==> src/rtl/sync_fifo_2_output_if.sv <==
// Handshake bundle for the dual-output synchronous FIFO: write side,
// two read lanes, and the occupancy/error status flags.
interface sync_fifo_2_output_if #(
    parameter int DATAWIDTH = 8,
    parameter int DEPTH     = 8
);
    localparam int CW = $clog2(DEPTH) + 1;

    logic                 wr_en;
    logic [DATAWIDTH-1:0] wr_data;
    logic                 rd_en;
    logic                 rd_en_2;
    logic [DATAWIDTH-1:0] rd_data;
    logic [DATAWIDTH-1:0] rd_data_2;
    logic                 rd_valid;
    logic                 rd_valid_2;
    logic                 full;
    logic                 empty;
    logic                 one_left;
    logic [CW-1:0]        count;
    logic                 wr_err;
    logic                 rd_err;

    // Producer/consumer side (drives requests, observes data and status)
    modport master (
        output wr_en, wr_data, rd_en, rd_en_2,
        input  rd_data, rd_data_2, rd_valid, rd_valid_2,
        input  full, empty, one_left, count, wr_err, rd_err
    );

    // FIFO side
    modport slave (
        input  wr_en, wr_data, rd_en, rd_en_2,
        output rd_data, rd_data_2, rd_valid, rd_valid_2,
        output full, empty, one_left, count, wr_err, rd_err
    );
endinterface

==> src/rtl/sync_fifo_2_output.sv <==
// Synchronous FIFO with one write port and two read lanes. Lane 0 pops the
// oldest entry, lane 1 optionally pops the second-oldest in the same cycle.
// Read data is registered (one-cycle latency); there is no fall-through.
module sync_fifo_2_output #(
    parameter int DATAWIDTH = 8,
    parameter int DEPTH     = 8
) (
    input logic                 clk,
    input logic                 rst,
    sync_fifo_2_output_if.slave bus
);
    localparam int AW = $clog2(DEPTH);
    localparam int CW = AW + 1;

    logic [DATAWIDTH-1:0] mem [DEPTH];

    logic [CW-1:0]        wr_ptr;
    logic [CW-1:0]        rd_ptr;
    logic [CW-1:0]        count_q;
    logic [DATAWIDTH-1:0] rd_data_q;
    logic [DATAWIDTH-1:0] rd_data_2_q;
    logic                 rd_valid_q;
    logic                 rd_valid_2_q;
    logic                 wr_err_q;
    logic                 rd_err_q;

    logic                 full_c;
    logic                 empty_c;
    logic                 one_left_c;
    logic                 wr_acc;
    logic                 wr_rej;
    logic [1:0]           pop_n;
    logic                 rd_err_c;
    logic [AW-1:0]        rd_idx0;
    logic [AW-1:0]        rd_idx1;

    // Status flags come from the registered count only, so they describe
    // the state before this cycle's requests are applied.
    assign full_c     = (count_q == CW'(DEPTH));
    assign empty_c    = (count_q == '0);
    assign one_left_c = (count_q == CW'(1));

    // Lane 1 reads the slot after lane 0; the AW-bit add wraps the index.
    assign rd_idx0 = rd_ptr[AW-1:0];
    assign rd_idx1 = rd_idx0 + AW'(1);

    // Grant decision: writes only when not full, pops limited by occupancy.
    always_comb begin
        wr_acc   = bus.wr_en & ~full_c;
        wr_rej   = bus.wr_en & full_c;
        pop_n    = 2'd0;
        if (bus.rd_en && bus.rd_en_2 && count_q >= CW'(2)) begin
            pop_n = 2'd2;
        end else if (bus.rd_en && !empty_c) begin
            pop_n = 2'd1;
        end
        rd_err_c = bus.rd_en & (empty_c | (bus.rd_en_2 & one_left_c));
    end

    // Storage write; entries are never cleared, reset only blocks the write.
    always_ff @(posedge clk) begin
        if (!rst && wr_acc) begin
            mem[wr_ptr[AW-1:0]] <= bus.wr_data;
        end
    end

    // Pointers, occupancy, registered read lanes and error pulses.
    always_ff @(posedge clk) begin
        if (rst) begin
            wr_ptr       <= '0;
            rd_ptr       <= '0;
            count_q      <= '0;
            rd_data_q    <= '0;
            rd_data_2_q  <= '0;
            rd_valid_q   <= 1'b0;
            rd_valid_2_q <= 1'b0;
            wr_err_q     <= 1'b0;
            rd_err_q     <= 1'b0;
        end else begin
            if (wr_acc) begin
                wr_ptr <= wr_ptr + CW'(1);
            end
            rd_ptr       <= rd_ptr + CW'(pop_n);
            count_q      <= count_q + CW'(wr_acc) - CW'(pop_n);
            rd_valid_q   <= (pop_n != 2'd0);
            rd_valid_2_q <= (pop_n == 2'd2);
            if (pop_n != 2'd0) begin
                rd_data_q <= mem[rd_idx0];
            end
            if (pop_n == 2'd2) begin
                rd_data_2_q <= mem[rd_idx1];
            end
            wr_err_q <= wr_rej;
            rd_err_q <= rd_err_c;
        end
    end

    assign bus.full       = full_c;
    assign bus.empty      = empty_c;
    assign bus.one_left   = one_left_c;
    assign bus.count      = count_q;
    assign bus.rd_data    = rd_data_q;
    assign bus.rd_data_2  = rd_data_2_q;
    assign bus.rd_valid   = rd_valid_q;
    assign bus.rd_valid_2 = rd_valid_2_q;
    assign bus.wr_err     = wr_err_q;
    assign bus.rd_err     = rd_err_q;
endmodule

==> src/flat_wrapper.sv <==
// flat-port wrapper written by rule: the top's interface ports become plain ports
module sync_fifo_2_output_flat 
#(
    parameter int DATAWIDTH = 8,
    parameter int DEPTH     = 8
)
  (clk, rst, bus_wr_en, bus_wr_data, bus_rd_en, bus_rd_en_2, bus_rd_data, bus_rd_data_2, bus_rd_valid, bus_rd_valid_2, bus_full, bus_empty, bus_one_left, bus_count, bus_wr_err, bus_rd_err);
  sync_fifo_2_output_if #(.DATAWIDTH(DATAWIDTH), .DEPTH(DEPTH)) bus_i ();
  input logic clk;
  input logic rst;
  input wire logic [$bits(bus_i.wr_en)-1:0] bus_wr_en;
  input wire logic [$bits(bus_i.wr_data)-1:0] bus_wr_data;
  input wire logic [$bits(bus_i.rd_en)-1:0] bus_rd_en;
  input wire logic [$bits(bus_i.rd_en_2)-1:0] bus_rd_en_2;
  output wire logic [$bits(bus_i.rd_data)-1:0] bus_rd_data;
  output wire logic [$bits(bus_i.rd_data_2)-1:0] bus_rd_data_2;
  output wire logic [$bits(bus_i.rd_valid)-1:0] bus_rd_valid;
  output wire logic [$bits(bus_i.rd_valid_2)-1:0] bus_rd_valid_2;
  output wire logic [$bits(bus_i.full)-1:0] bus_full;
  output wire logic [$bits(bus_i.empty)-1:0] bus_empty;
  output wire logic [$bits(bus_i.one_left)-1:0] bus_one_left;
  output wire logic [$bits(bus_i.count)-1:0] bus_count;
  output wire logic [$bits(bus_i.wr_err)-1:0] bus_wr_err;
  output wire logic [$bits(bus_i.rd_err)-1:0] bus_rd_err;
  assign bus_i.wr_en = bus_wr_en;
  assign bus_i.wr_data = bus_wr_data;
  assign bus_i.rd_en = bus_rd_en;
  assign bus_i.rd_en_2 = bus_rd_en_2;
  assign bus_rd_data = bus_i.rd_data;
  assign bus_rd_data_2 = bus_i.rd_data_2;
  assign bus_rd_valid = bus_i.rd_valid;
  assign bus_rd_valid_2 = bus_i.rd_valid_2;
  assign bus_full = bus_i.full;
  assign bus_empty = bus_i.empty;
  assign bus_one_left = bus_i.one_left;
  assign bus_count = bus_i.count;
  assign bus_wr_err = bus_i.wr_err;
  assign bus_rd_err = bus_i.rd_err;
  sync_fifo_2_output #(.DATAWIDTH(DATAWIDTH), .DEPTH(DEPTH)) u_core (.clk(clk), .rst(rst), .bus(bus_i));
endmodule
==> config.mk <==
export PLATFORM = sky130hd
export DESIGN_NAME = sync_fifo_2_output_flat
export DESIGN_NICKNAME = d
export VERILOG_FILES = /design/src/rtl/sync_fifo_2_output_if.sv /design/src/rtl/sync_fifo_2_output.sv /design/src/flat_wrapper.sv
export SDC_FILE = /design/constraint.sdc
export NUM_CORES = 1
export LEC_CHECK = 0
export ABC_AREA = 0
export CAP_MARGIN = 20
export CELL_PAD_IN_SITES_DETAIL_PLACEMENT = 0
export CELL_PAD_IN_SITES_GLOBAL_PLACEMENT = 1
export CORE_ASPECT_RATIO = 1.25
export CORE_MARGIN = 2
export CORE_UTILIZATION = 49
export CTS_BUF_LIST = sky130_fd_sc_hd__clkbuf_2 sky130_fd_sc_hd__clkbuf_4 sky130_fd_sc_hd__clkbuf_8
export CTS_CLUSTER_DIAMETER = 150
export DETAILED_ROUTE_END_ITERATION = 6
export GPL_TIMING_DRIVEN = 0
export HOLD_SLACK_MARGIN = 0.08
export PLACE_DENSITY = 0.92
export SYNTH_ARGS = -nofsm -noshare
export SYNTH_HDL_FRONTEND = slang
export SYNTH_SLANG_ARGS = --single-unit
==> constraint.sdc <==
create_clock -name clk -period 3 [get_ports clk]
set_input_delay 0.45 -clock clk [delete_from_list [all_inputs] [get_ports clk]]
set_output_delay 0.45 -clock clk [all_outputs]
set_load 0.01 [all_outputs]
==> out/qor.yml, run 1 <==
status:
  status: "finished, final reports clean"
cells_and_area:
  multi_input_area_um2: 1540
  antennaDiodeCount: 0
  final_cell_count_no_fill: 444
  syn_to_final_growth_pct: 17.3
  final_nets: 367
  regArea_um2: 2520
  fillers: 633
  drive_gt1_share_pct: 13.0
detailed_routing:
  first_pass_iters: 4
  vias_per_cell: 5.92
  ant_nets: 0
  dr.max_layer_used: "met4"
  drc: 0
  met3_wirelength_um: 514
  vias: 2628
  wl_per_cell_um: 19.9
  wirelength_um: 8840
  met2_wirelength_um: 4610
  wl_met1_um: 3420
  initialDrtViolationCount: 180
setup_path:
  crit_top_cell: "ha_1"
  path_class: "register to register"
  critPathLaunch: "u_core.bus.count[2]$_SDFF_PP0_"
  rrSetupSlack_ns: 0.32
  cp.arrival_ns: 2.92
  cp-end-kind: "register"
  worst-r2r-cell-count: 12
  path_depth: 12
  crit_buf_inv: 3
  critical_path.cell_chain: "inv_1 -> ha_1 -> nand2b_1 -> and3_2 -> buf_2 -> inv_1 -> ha_1 -> ha_1 -> a21o_1 -> a21oi_1 -> xnor2_1 -> nor2_1"
  crit_path_end: "u_core.bus.count[3]$_SDFF_PP0_"
  cp_top_family: "adder cells"
  slowest_delay_ns: 0.34
  startpoint_type: "register"
  required_ns: 3.25
  reg2reg_to: "u_core.bus.count[3]$_SDFF_PP0_"
  path_max_fanout: 10
  worst_path_max_delay_cell: "dfxtp_1"
  reg2reg_from: "u_core.bus.count[2]$_SDFF_PP0_"
logic_synthesis:
  yosysWarnings: 0
  syn_area_um2: 4170
  ys_types: 30
  synth-xor-area-share_pct: 1.71
  synth_area_leaders: "edfxtp_1 (46%), dfxtp_1 (14%), mux4_2 (8.6%), mux2i_1 (7.7%), ha_1 (3.0%)"
  synth_top_area_share_pct: 46.0
  synth_area_leader_cell: "edfxtp_1"
  synth_top_family_by_area: "multiplexers"
  yosys.area_share.simple_pct: 6.98
  synth_fa_ha_area_share_pct: 3.96
  ys_seq_area_share_pct: 60.4
  syn_avg_cell_area_um2: 14.2
  synthesis.nets: 318
  synth_compound_area_share_pct: 7.73
  synthMuxAreaShare_pct: 16.3
  syn_inst: 293
  ys_ff_latch: 94
clock_tree:
  numCtsBuffers: 9
  root_buffer: "clkbuf_8"
  clockBufferDepth: 2
  insertion_delay_ns: 0.37
  path_clk_slew_ns: 0.09
  cts_max_level: 3
  postCtsSetupBuffers: 0
  cts_tree: "yes"
  cts.sinks: 94
global_routing:
  antenna_found_initial: 0
  grt_pass1_vias: 2583
  grt_max_degree: 17
  grt.overflow.total: 0
  grt_usage_pct: 20.3
  grt_pass1_wl_um: 13500
power_and_ir_drop:
  power_switching_mw: 1.40
  ir_drop_mv: 0.463
  swShare_pct: 33.6
  pwr-share-comb_pct: 41.0
  seqPwrFrac_pct: 38.7
  power_frac_clock_pct: 20.3
  internal_power_mw: 2.78
  leakage_nw: 1.65
  power_density_nw_per_um2: 854
die:
  io_pins: 40
  fp.dieH_um: 107
  core-area_um2: 8240
  rows: 37
  die_w_um: 86.6
  die_area_um2: 9280
  start_util_pct: 50.7
timing:
  clock.fmax_mhz: 374
  final.min_clock_period_ns: 2.68
  hold_viol_final: 0
  period_share_pct: 89.2
  finClkSkew_ns: 0.0114
  final_max_slew_viol_count: 0
  finalSetupViolCount: 0
  finalSetupTns_ns: 0
  slew-limit-headroom_pct: 33.4
  worstMarginPinSlew_ns: 0.995
  hold_ws_ns: 0.479
  rsz0062_at_grt: "false"
min_path:
  holdCritPathClass: "register to register"
run:
  cap_violations: 0
place:
  dp.final_hpwl_um: 6080
  numPortBuffers: 39
  routabilityCongestion: 0.808
  numPlacedInstances: 429
==> sequential cells by signal (all words and copies together), names as in the netlist <==
| signal | flops |
|---|---|
| u_core.bus.rd_valid_2 | 1 |
| u_core.bus.rd_data | 8 |
| u_core.bus.count | 4 |
| u_core.bus.rd_data_2 | 8 |
| u_core.bus.rd_valid | 1 |
| u_core.rd_ptr | 3 |
| u_core.bus.wr_err | 1 |
| u_core.wr_ptr | 3 |
| u_core.bus.rd_err | 1 |
| u_core.mem | 64 |
==> stage by stage <==
stage	cell area (µm²)	util (%)	setup WS [ns]	total power, mW
final	4890	59.4	0.325	4.18
after global routing	4890	59.4	0.0546	4.42
after CTS	4900	59.4	0.0843	4.21
after detailed placement	4700	57.0	-0.0837	3.37
after global placement	4690	56.9	-0.186	3.34
after floorplan	4170	-	0.362	2.81
==> kinds of logic after synthesis <==
logic type                 Yosys count
and+or+nand+nor                     61
DFF                                 94
xor gates and xnor gates             6
adders and majority gates           12
muxes                               48
buffers and inverters               28
AOI/OAI and AO/OA                   44
==> layout by cell type (no fill, tap or decap), types with 3 or more instances in the layout <==
cell and n:
a211oi_1 16, a21oi_1 10, a22oi_1 8, a32o_1 8, buf_2 6, clkbuf_1 6, clkbuf_8 9, clkdlybuf4s50_1 39
clkinv_4 3, dfxtp_1 30, edfxtp_1 64, ha_1 10, inv_1 12, mux2i_1 32, mux4_2 16, nand2_1 5
nand2b_1 5, nor2_1 30, nor2b_1 12, xor2_1 4
==> layout make-up <==
cell class / count / share of cell area (%)
plain buffers: 15 / 1.46
clock buffers: 10 / 2.68
repair buffers: 39 / 7.98
clock inverters: 6 / 1.43
multi-input cells: 171 / 31.5
well taps: 97 / 2.48
inverters: 12 / 0.920
flip-flops and latches: 94 / 51.5
==> power groups by stage <==
stage | Combinational [mW] | Clock [mW] | Sequential, mW
after global placement | 1.70 | 0 | 1.64
after detailed placement | 1.72 | 0 | 1.65
after global routing | 1.87 | 0.914 | 1.63
after floorplan | 1.14 | 0 | 1.67
final | 1.71 | 0.848 | 1.62
after CTS | 1.73 | 0.861 | 1.62
==> synthesized netlist by cell type <==
| master | count |
|---|---|
| a211oi_1 | 16 |
| a21o_1 | 1 |
| xnor2_1 | 1 |
| and2b_1 | 1 |
| ha_1 | 10 |
| clkbuf_1 | 7 |
| edfxtp_1 | 64 |
| mux4_2 | 16 |
| buf_4 | 2 |
| nor2_1 | 30 |
| or3_1 | 1 |
| o21ai_0 | 1 |
| fa_1 | 2 |
| a21oi_1 | 10 |
| mux2i_1 | 32 |
| inv_1 | 12 |
| or3b_2 | 1 |
| nor3_1 | 3 |
| nand2b_1 | 5 |
| nand3_1 | 2 |
| buf_2 | 6 |
| dfxtp_1 | 30 |
| nand2_1 | 5 |
| nor2b_1 | 12 |
| xor2_4 | 1 |
| a22oi_1 | 8 |
| buf_1 | 1 |
| a32o_1 | 8 |
| and3_1 | 1 |
| xor2_1 | 4 |
==> worst reg2reg max path, cell delays in order, from the launching register on <==
cell and delay [ns]:
dfxtp_1 0.34, inv_1 0.07, ha_1 0.20, nand2b_1 0.15, and3_2 0.31, buf_2 0.24
inv_1 0.13, ha_1 0.31, ha_1 0.30, a21o_1 0.15, a21oi_1 0.17, xnor2_1 0.14
nor2_1 0.05
==> worst min-delay path by stage <==
stage	startpoint	to	slack, ns	cells past startpoint
after floorplan	u_core.wr_ptr[1]$_SDFFE_PP0P_	u_core.wr_ptr[1]$_SDFFE_PP0P_	0.50	2
after global placement	u_core.bus.rd_data[6]$_SDFFE_PP0P_	u_core.bus.rd_data[6]$_SDFFE_PP0P_	0.45	1
after detailed placement	u_core.bus.rd_data[6]$_SDFFE_PP0P_	u_core.bus.rd_data[6]$_SDFFE_PP0P_	0.46	1
after CTS	u_core.bus.rd_data[6]$_SDFFE_PP0P_	u_core.bus.rd_data[6]$_SDFFE_PP0P_	0.48	1
after global routing	u_core.bus.rd_data[1]$_SDFFE_PP0P_	u_core.bus.rd_data[1]$_SDFFE_PP0P_	0.50	1
final	u_core.bus.rd_data[6]$_SDFFE_PP0P_	u_core.bus.rd_data[6]$_SDFFE_PP0P_	0.48	1
==> what timing repair did <==
action                                  4_1_cts  5_1_grt
endpoints found under the setup margin        0        3
gates resized for setup                       0        1
hold buffers                                  0        0
==> per-layer routing <==
metal	global-route usage, %	vias up
li1	-	1202
met2	35.2	105
met3	4.77	21
met1	23.3	1300
met4	10.2	0
met5	0	-
No activity file was read; power rests on OpenSTA's default activity.
==> run 2: changes to the inputs <==
--- a/config.mk
+++ b/config.mk
@@ -5,19 +5,18 @@
 export SDC_FILE = /design/constraint.sdc
 export NUM_CORES = 1
 export LEC_CHECK = 0
-export ABC_AREA = 0
 export CAP_MARGIN = 20
 export CELL_PAD_IN_SITES_DETAIL_PLACEMENT = 0
 export CELL_PAD_IN_SITES_GLOBAL_PLACEMENT = 1
 export CORE_ASPECT_RATIO = 1.25
 export CORE_MARGIN = 2
-export CORE_UTILIZATION = 49
+export CORE_UTILIZATION = 33
 export CTS_BUF_LIST = sky130_fd_sc_hd__clkbuf_2 sky130_fd_sc_hd__clkbuf_4 sky130_fd_sc_hd__clkbuf_8
 export CTS_CLUSTER_DIAMETER = 150
 export DETAILED_ROUTE_END_ITERATION = 6
 export GPL_TIMING_DRIVEN = 0
 export HOLD_SLACK_MARGIN = 0.08
-export PLACE_DENSITY = 0.92
+export PLACE_DENSITY = 0.69
 export SYNTH_ARGS = -nofsm -noshare
 export SYNTH_HDL_FRONTEND = slang
 export SYNTH_SLANG_ARGS = --single-unit
==> run 2 against run 1 <==
Clock skew shrank 0.0013 ns. Design area rose by 1.7%. Setup slack better by 0.016 ns. Non-clock buffer count did not move. Total power up 1.2%. Critical path type unchanged. Global-route usage is 5.7 points lower.
==> out/qor.yml, run 2 (synthesis results as in run 1) <==
power_and_ir_drop:
  ir_drop_mv: 0.321  # -31%
  pwr-share-comb_pct: 41.6  # +0.6 points
  seqPwrFrac_pct: 38.2  # -0.5 points
  power_density_nw_per_um2: 849  # -0.49%
  internal_power_mw: 2.78  # +0.12%
  swShare_pct: 34.3  # +0.72 points
  total_power_mw: 4.23  # +1.2%
  power_switching_mw: 1.45  # +3.4%
  power_frac_clock_pct: 20.2  # about the same
  leakage_nw: 1.64  # -0.27%
status:
  status: "finished, final reports clean"
detailed_routing:
  wl_per_cell_um: 19.0  # -4.6%
  drc: 0  # unchanged
  first_pass_iters: 4  # unchanged
  vias_per_cell: 5.04  # -15%
  ant_nets: 0  # unchanged
  vias: 2573  # -2.1%
  wirelength_um: 9710  # +9.8%
  initialDrtViolationCount: 156  # -13%
timing:
  slew-limit-headroom_pct: 28.1  # -5.3 points
  hold_viol_final: 0  # unchanged
  finalSetupTns_ns: 0  # unchanged
  finalSetupViolCount: 0  # unchanged
  hold_ws_ns: 0.482  # +0.00324 ns
  rsz0062_at_grt: "false"
  finClkSkew_ns: 0.0101  # -0.00131 ns
  final.min_clock_period_ns: 2.66  # -0.0165 ns
  clock.fmax_mhz: 376  # +0.62%
  period_share_pct: 88.6  # -0.55 points
  worstMarginPinSlew_ns: 1.07  # +0.0793 ns
  final_max_slew_viol_count: 0  # unchanged
place:
  numPlacedInstances: 496  # +16%
  numPortBuffers: 39  # unchanged
  dp.final_hpwl_um: 6470  # +6.4%
  routabilityCongestion: 0.729  # -9.8%
global_routing:
  grt.overflow.total: 0  # unchanged
  grt_pass1_wl_um: 14300  # +6.4%
  grt_pass1_vias: 2577  # -0.23%
  grt_usage_pct: 14.6  # -5.7 points
  antenna_found_initial: 0  # unchanged
  grt_max_degree: 17  # unchanged
cells_and_area:
  drive_gt1_share_pct: 12.7  # -0.29 points
  layout_commonest_cell: "edfxtp_1"
  final_nets: 367  # unchanged
  fillers: 1205  # +90%
  final_cell_mix: "edfxtp_1 (64), clkdlybuf4s50_1 (39), mux2i_1 (32)"
  regArea_um2: 2520  # unchanged
  fin_util_pct: 40.6  # -19 points
  largest_register_ffs: 64  # unchanged
  syn_to_final_growth_pct: 19.3
  antennaDiodeCount: 0  # unchanged
  final_cell_count_no_fill: 511  # +15%
  multi_input_area_um2: 1540  # unchanged
clock_tree:
  postCtsSetupBuffers: 0  # unchanged
  clockBufferDepth: 2  # unchanged
  path_clk_slew_ns: 0.09  # about the same
  numCtsBuffers: 9  # unchanged
  cts.sinks: 94  # unchanged
  insertion_delay_ns: 0.35  # -0.02 ns
  root_buffer: "clkbuf_8"
  cts_max_level: 3  # unchanged
  holdBufCountCts: 0  # unchanged
  cts_tree: "yes"
run:
  cap_violations: 0  # unchanged
min_path:
  holdCritPathClass: "register to register"
  min_to: "u_core.bus.rd_data[5]$_SDFFE_PP0P_"
  hold_start: "u_core.bus.rd_data[5]$_SDFFE_PP0P_"
  holdPathStages: 1  # unchanged
die:
  die_w_um: 105  # +21%
  fp.dieH_um: 130  # +21%
  die_area_um2: 13600  # +46%
  start_util_pct: 34.0  # -17 points
  core-area_um2: 12300  # +49%
  rows: 45  # +22%
  io_pins: 40  # unchanged
setup_path:
  critical_path.cell_chain: "inv_1 -> ha_1 -> nand2b_1 -> and3_2 -> buf_2 -> nor2_1 -> ha_1 -> inv_1 -> ha_1 -> inv_1 -> fa_1 -> xor2_1 -> nor2_1"
  rrSetupSlack_ns: 0.34  # +0.02 ns
  path_max_fanout: 10  # unchanged
  cp.arrival_ns: 2.89  # -0.03 ns
  worst_path_max_delay_cell: "fa_1"
  startpoint_type: "register"
  crit_buf_inv: 4  # +1
  reg2reg_to: "u_core.bus.count[2]$_SDFF_PP0_"
  worst-r2r-cell-count: 13  # +1
  cp_top_family: "adder cells"
  reg2reg_from: "u_core.bus.count[2]$_SDFF_PP0_"
  slowest_delay_ns: 0.38  # +0.04 ns
  path_class: "register to register"
  required_ns: 3.23  # -0.02 ns
  cp-end-kind: "register"
-- run 2: worst max path at each step --
stage / start / to / slack (ns) / cells after the start
after floorplan: u_core.bus.count[2]$_SDFF_PP0_ / u_core.bus.count[3]$_SDFF_PP0_ / 0.36 / 13
after global placement: rst / u_core.mem[0][5]$_DFFE_PP_ / -0.24 / 4
after detailed placement: bus_rd_en / u_core.bus.count[2]$_SDFF_PP0_ / -0.09 / 12
after CTS: u_core.bus.count[2]$_SDFF_PP0_ / u_core.bus.count[2]$_SDFF_PP0_ / 0.06 / 14
after global routing: u_core.bus.count[2]$_SDFF_PP0_ / u_core.bus.count[2]$_SDFF_PP0_ / 0.07 / 13
final: u_core.bus.count[2]$_SDFF_PP0_ / u_core.bus.count[2]$_SDFF_PP0_ / 0.34 / 13
-- run 2: timing repair --
item / 4_1_cts / 5_1_grt
setup endpoints to repair: 0 / 3
endpoints found under the hold margin: 0 / 0
gates resized for setup: 0 / 1
-- run 2: power groups by stage --
stage          clock [mW]  sequential (mW)  combinational [mW]
3_5_place_dp            0             1.65                1.78
3_3_place_gp            0             1.64                1.76
5_1_grt             0.924             1.63                1.91
6_report            0.853             1.61                1.76
4_1_cts             0.877             1.62                1.78
2_1_floorplan           0             1.67                1.14
-- run 2: worst reg2reg max path, stage by stage, from the launching register on --
cell and delay (ns):
dfxtp_1 0.35, inv_1 0.08, ha_1 0.20, nand2b_1 0.14
and3_2 0.30, buf_2 0.24, nor2_1 0.10, ha_1 0.28
inv_1 0.05, ha_1 0.15, inv_1 0.05, fa_1 0.38
xor2_1 0.17, nor2_1 0.05
-- run 2: area by class of cell --
type | count | share of cell area [%]
Clock buffer | 10 | 2.64
Tap cell | 164 | 4.12
Multi-Input combinational cell | 171 | 31.0
Clock inverter | 6 | 1.41
Sequential cell | 94 | 50.7
Inverter | 12 | 0.905
Timing Repair Buffer | 39 | 7.84
Buffer | 15 | 1.43
-- run 2: per-layer routing --
metal | GRT usage (%) | vias up | part of all wire, % | wire [µm]
li1 | - | 1214 | - | -
met1 | 17.8 | 1255 | 41 | 4030
met2 | 25.3 | 88 | 50 | 4880
met3 | 2.70 | 16 | 5.4 | 525
met4 | 7.06 | 0 | 2.9 | 278
met5 | 0 | - | 0 | 0
-- run 2: stage by stage --
stage,setup slack (ns),cell area [µm²]
floorplan,0.362,4170
global placement,-0.243,4770
detailed placement,-0.0943,4780
CTS,0.0573,4980
finish,0.341,4980
global route,0.0727,4980
==> run 3: changes to the inputs <==
==> constraint.sdc (replaced) <==
create_clock -name clk -period 3.3 [get_ports clk]
set_input_delay 0.495 -clock clk [delete_from_list [all_inputs] [get_ports clk]]
set_output_delay 0.495 -clock clk [all_outputs]
set_load 0.01 [all_outputs]
==> run 3 against run 2 <==
Sequential power is 9% lower. Highest routed layer unchanged. Global-route usage stayed put. Total power is 9.0% lower. Count of clock-buffer cells in the layout stayed put. Non-clock buffer count is 1 higher. Sequential share of layout area hardly changed. Maximum frequency is 7.1% lower.
==> out/qor.yml, run 3 (synthesis results as in run 1) <==
place:
  numPlacedInstances: 496  # unchanged
  routabilityCongestion: 0.729  # unchanged
  post-place-ws_ns: 0.161  # +0.255 ns
  placed_cell_area_um2: 4780  # unchanged
  dp.final_hpwl_um: 6470  # unchanged
  numPortBuffers: 39  # unchanged
status:
  status: "finished, final reports clean"
detailed_routing:
  vias: 2625  # +2.0%
  ant_nets: 0  # unchanged
  wl_per_cell_um: 19.0  # +0.23%
  first_pass_iters: 4  # unchanged
  vias_per_cell: 5.13  # +1.8%
  wirelength_um: 9750  # +0.42%
  initialDrtViolationCount: 182  # +17%
  drc: 0  # unchanged
timing:
  hold_viol_final: 0  # unchanged
  worstMarginPinSlew_ns: 1.07  # -0.00846 ns
  layout_setup_ws_ns: 0.440  # +0.0981 ns
  finClkSkew_ns: 0.0103  # +0.000233 ns
  slew-limit-headroom_pct: 28.7  # +0.57 points
  finalSetupTns_ns: 0  # unchanged
  rsz0062_at_grt: "false"
  finalSetupViolCount: 0  # unchanged
  final.min_clock_period_ns: 2.86  # +0.202 ns
  period_share_pct: 86.7  # -1.9 points
  clock.fmax_mhz: 350  # -7.1%
  final_max_slew_viol_count: 0  # unchanged
  hold_ws_ns: 0.482  # -0.000102 ns
cells_and_area:
  regArea_um2: 2520  # unchanged
  final_cell_count_no_fill: 512  # +0.20%
  largest_register_ffs: 64  # unchanged
  syn_to_final_growth_pct: 19.3  # about the same
  layout_commonest_cell: "edfxtp_1"
  design_area_um2: 4980  # about the same
  multi_input_area_um2: 1540  # about the same
  final_cell_mix: "edfxtp_1 (64), clkdlybuf4s50_1 (39), mux2i_1 (32)"
  drive_gt1_share_pct: 12.4  # -0.32 points
  fillers: 1205  # unchanged
  final_nets: 368  # +0.27%
  antennaDiodeCount: 0  # unchanged
  fin_util_pct: 40.6  # about the same
setup_path:
  path_max_fanout: 10  # unchanged
  path_class: "register to register"
  critical_path.cell_chain: "inv_1 -> ha_1 -> nand2b_1 -> and3_1 -> clkbuf_1 -> buf_2 -> nor2_1 -> ha_1 -> inv_1 -> ha_1 -> inv_1 -> fa_1 -> xor2_1 -> nor2_1"
  startpoint_type: "register"
  cp_top_family: "adder cells"
  required_ns: 3.53  # +0.30 ns
  crit_buf_inv: 5  # +1
  cp.arrival_ns: 3.09  # +0.20 ns
  slowest_delay_ns: 0.38  # about the same
  cp-end-kind: "register"
  worst_path_max_delay_cell: "fa_1"
die:
  start_util_pct: 34.0  # unchanged
  io_pins: 40  # unchanged
  die_w_um: 105  # unchanged
  rows: 45  # unchanged
  die_area_um2: 13600  # unchanged
  core-area_um2: 12300  # unchanged
  fp.dieH_um: 130  # unchanged
clock_tree:
  postCtsSetupBuffers: 0  # unchanged
  root_buffer: "clkbuf_8"
  numCtsBuffers: 9  # unchanged
  holdBufCountCts: 0  # unchanged
  cts_tree: "yes"
  clockBufferDepth: 2  # unchanged
  cts_max_level: 3  # unchanged
  path_clk_slew_ns: 0.09  # about the same
  insertion_delay_ns: 0.36  # about the same
  cts.sinks: 94  # unchanged
  ctsResizeCount: 0  # unchanged
power_and_ir_drop:
  ir_drop_mv: 0.293  # -8.6%
  power_density_nw_per_um2: 772  # -9.1%
  total_power_mw: 3.85  # -9.0%
  leakage_nw: 1.64  # about the same
global_routing:
  grt.overflow.total: 0  # unchanged
  grt_pass1_wl_um: 14300  # unchanged
  antenna_found_initial: 0  # unchanged
  grt_usage_pct: 14.6  # unchanged
  grt_max_degree: 17  # unchanged
  grt_pass1_vias: 2577  # unchanged
min_path:
  holdCritPathClass: "register to register"
run:
  cap_violations: 0  # unchanged
[run 3: final timing paths]
| kind | start | endpoint | slack [ns] | cells after the start |
|---|---|---|---|---|
| setup / recovery | u_core.bus.count[2]$_SDFF_PP0_ | u_core.bus.count[2]$_SDFF_PP0_ | 0.44 | 14 |
| setup reg to reg | u_core.bus.count[2]$_SDFF_PP0_ | u_core.bus.count[2]$_SDFF_PP0_ | 0.44 | 14 |
| hold reg to reg | u_core.bus.rd_data[5]$_SDFFE_PP0P_ | u_core.bus.rd_data[5]$_SDFFE_PP0P_ | 0.48 | 1 |
| hold / removal | u_core.bus.rd_data[5]$_SDFFE_PP0P_ | u_core.bus.rd_data[5]$_SDFFE_PP0P_ | 0.48 | 1 |
[run 3: metal layers]
metal	routed length (µm)	up-vias	share of wire (%)	global-route usage (%)
met1	4080	1296	42	17.8
met5	0	-	0	0
met4	313	0	3.2	7.06
li1	-	1217	-	-
met3	462	21	4.7	2.70
met2	4890	91	50	25.3
[run 3: cell type report]
type / count / share of cell area, %
inverters: 12 / 0.904
multi-input cells: 171 / 30.9
well taps: 164 / 4.12
clock inverters: 6 / 1.41
clock buffers: 10 / 2.64
repair buffers: 39 / 7.84
plain buffers: 16 / 1.51
flip-flops and latches: 94 / 50.6
[run 3: power breakdown]
part           total, mW  internal [mW]  switching [mW]  leakage, nW
Clock              0.775          0.366           0.409       0.0999
Combinational       1.60          0.775           0.829        0.721
Sequential          1.47           1.39          0.0824        0.824
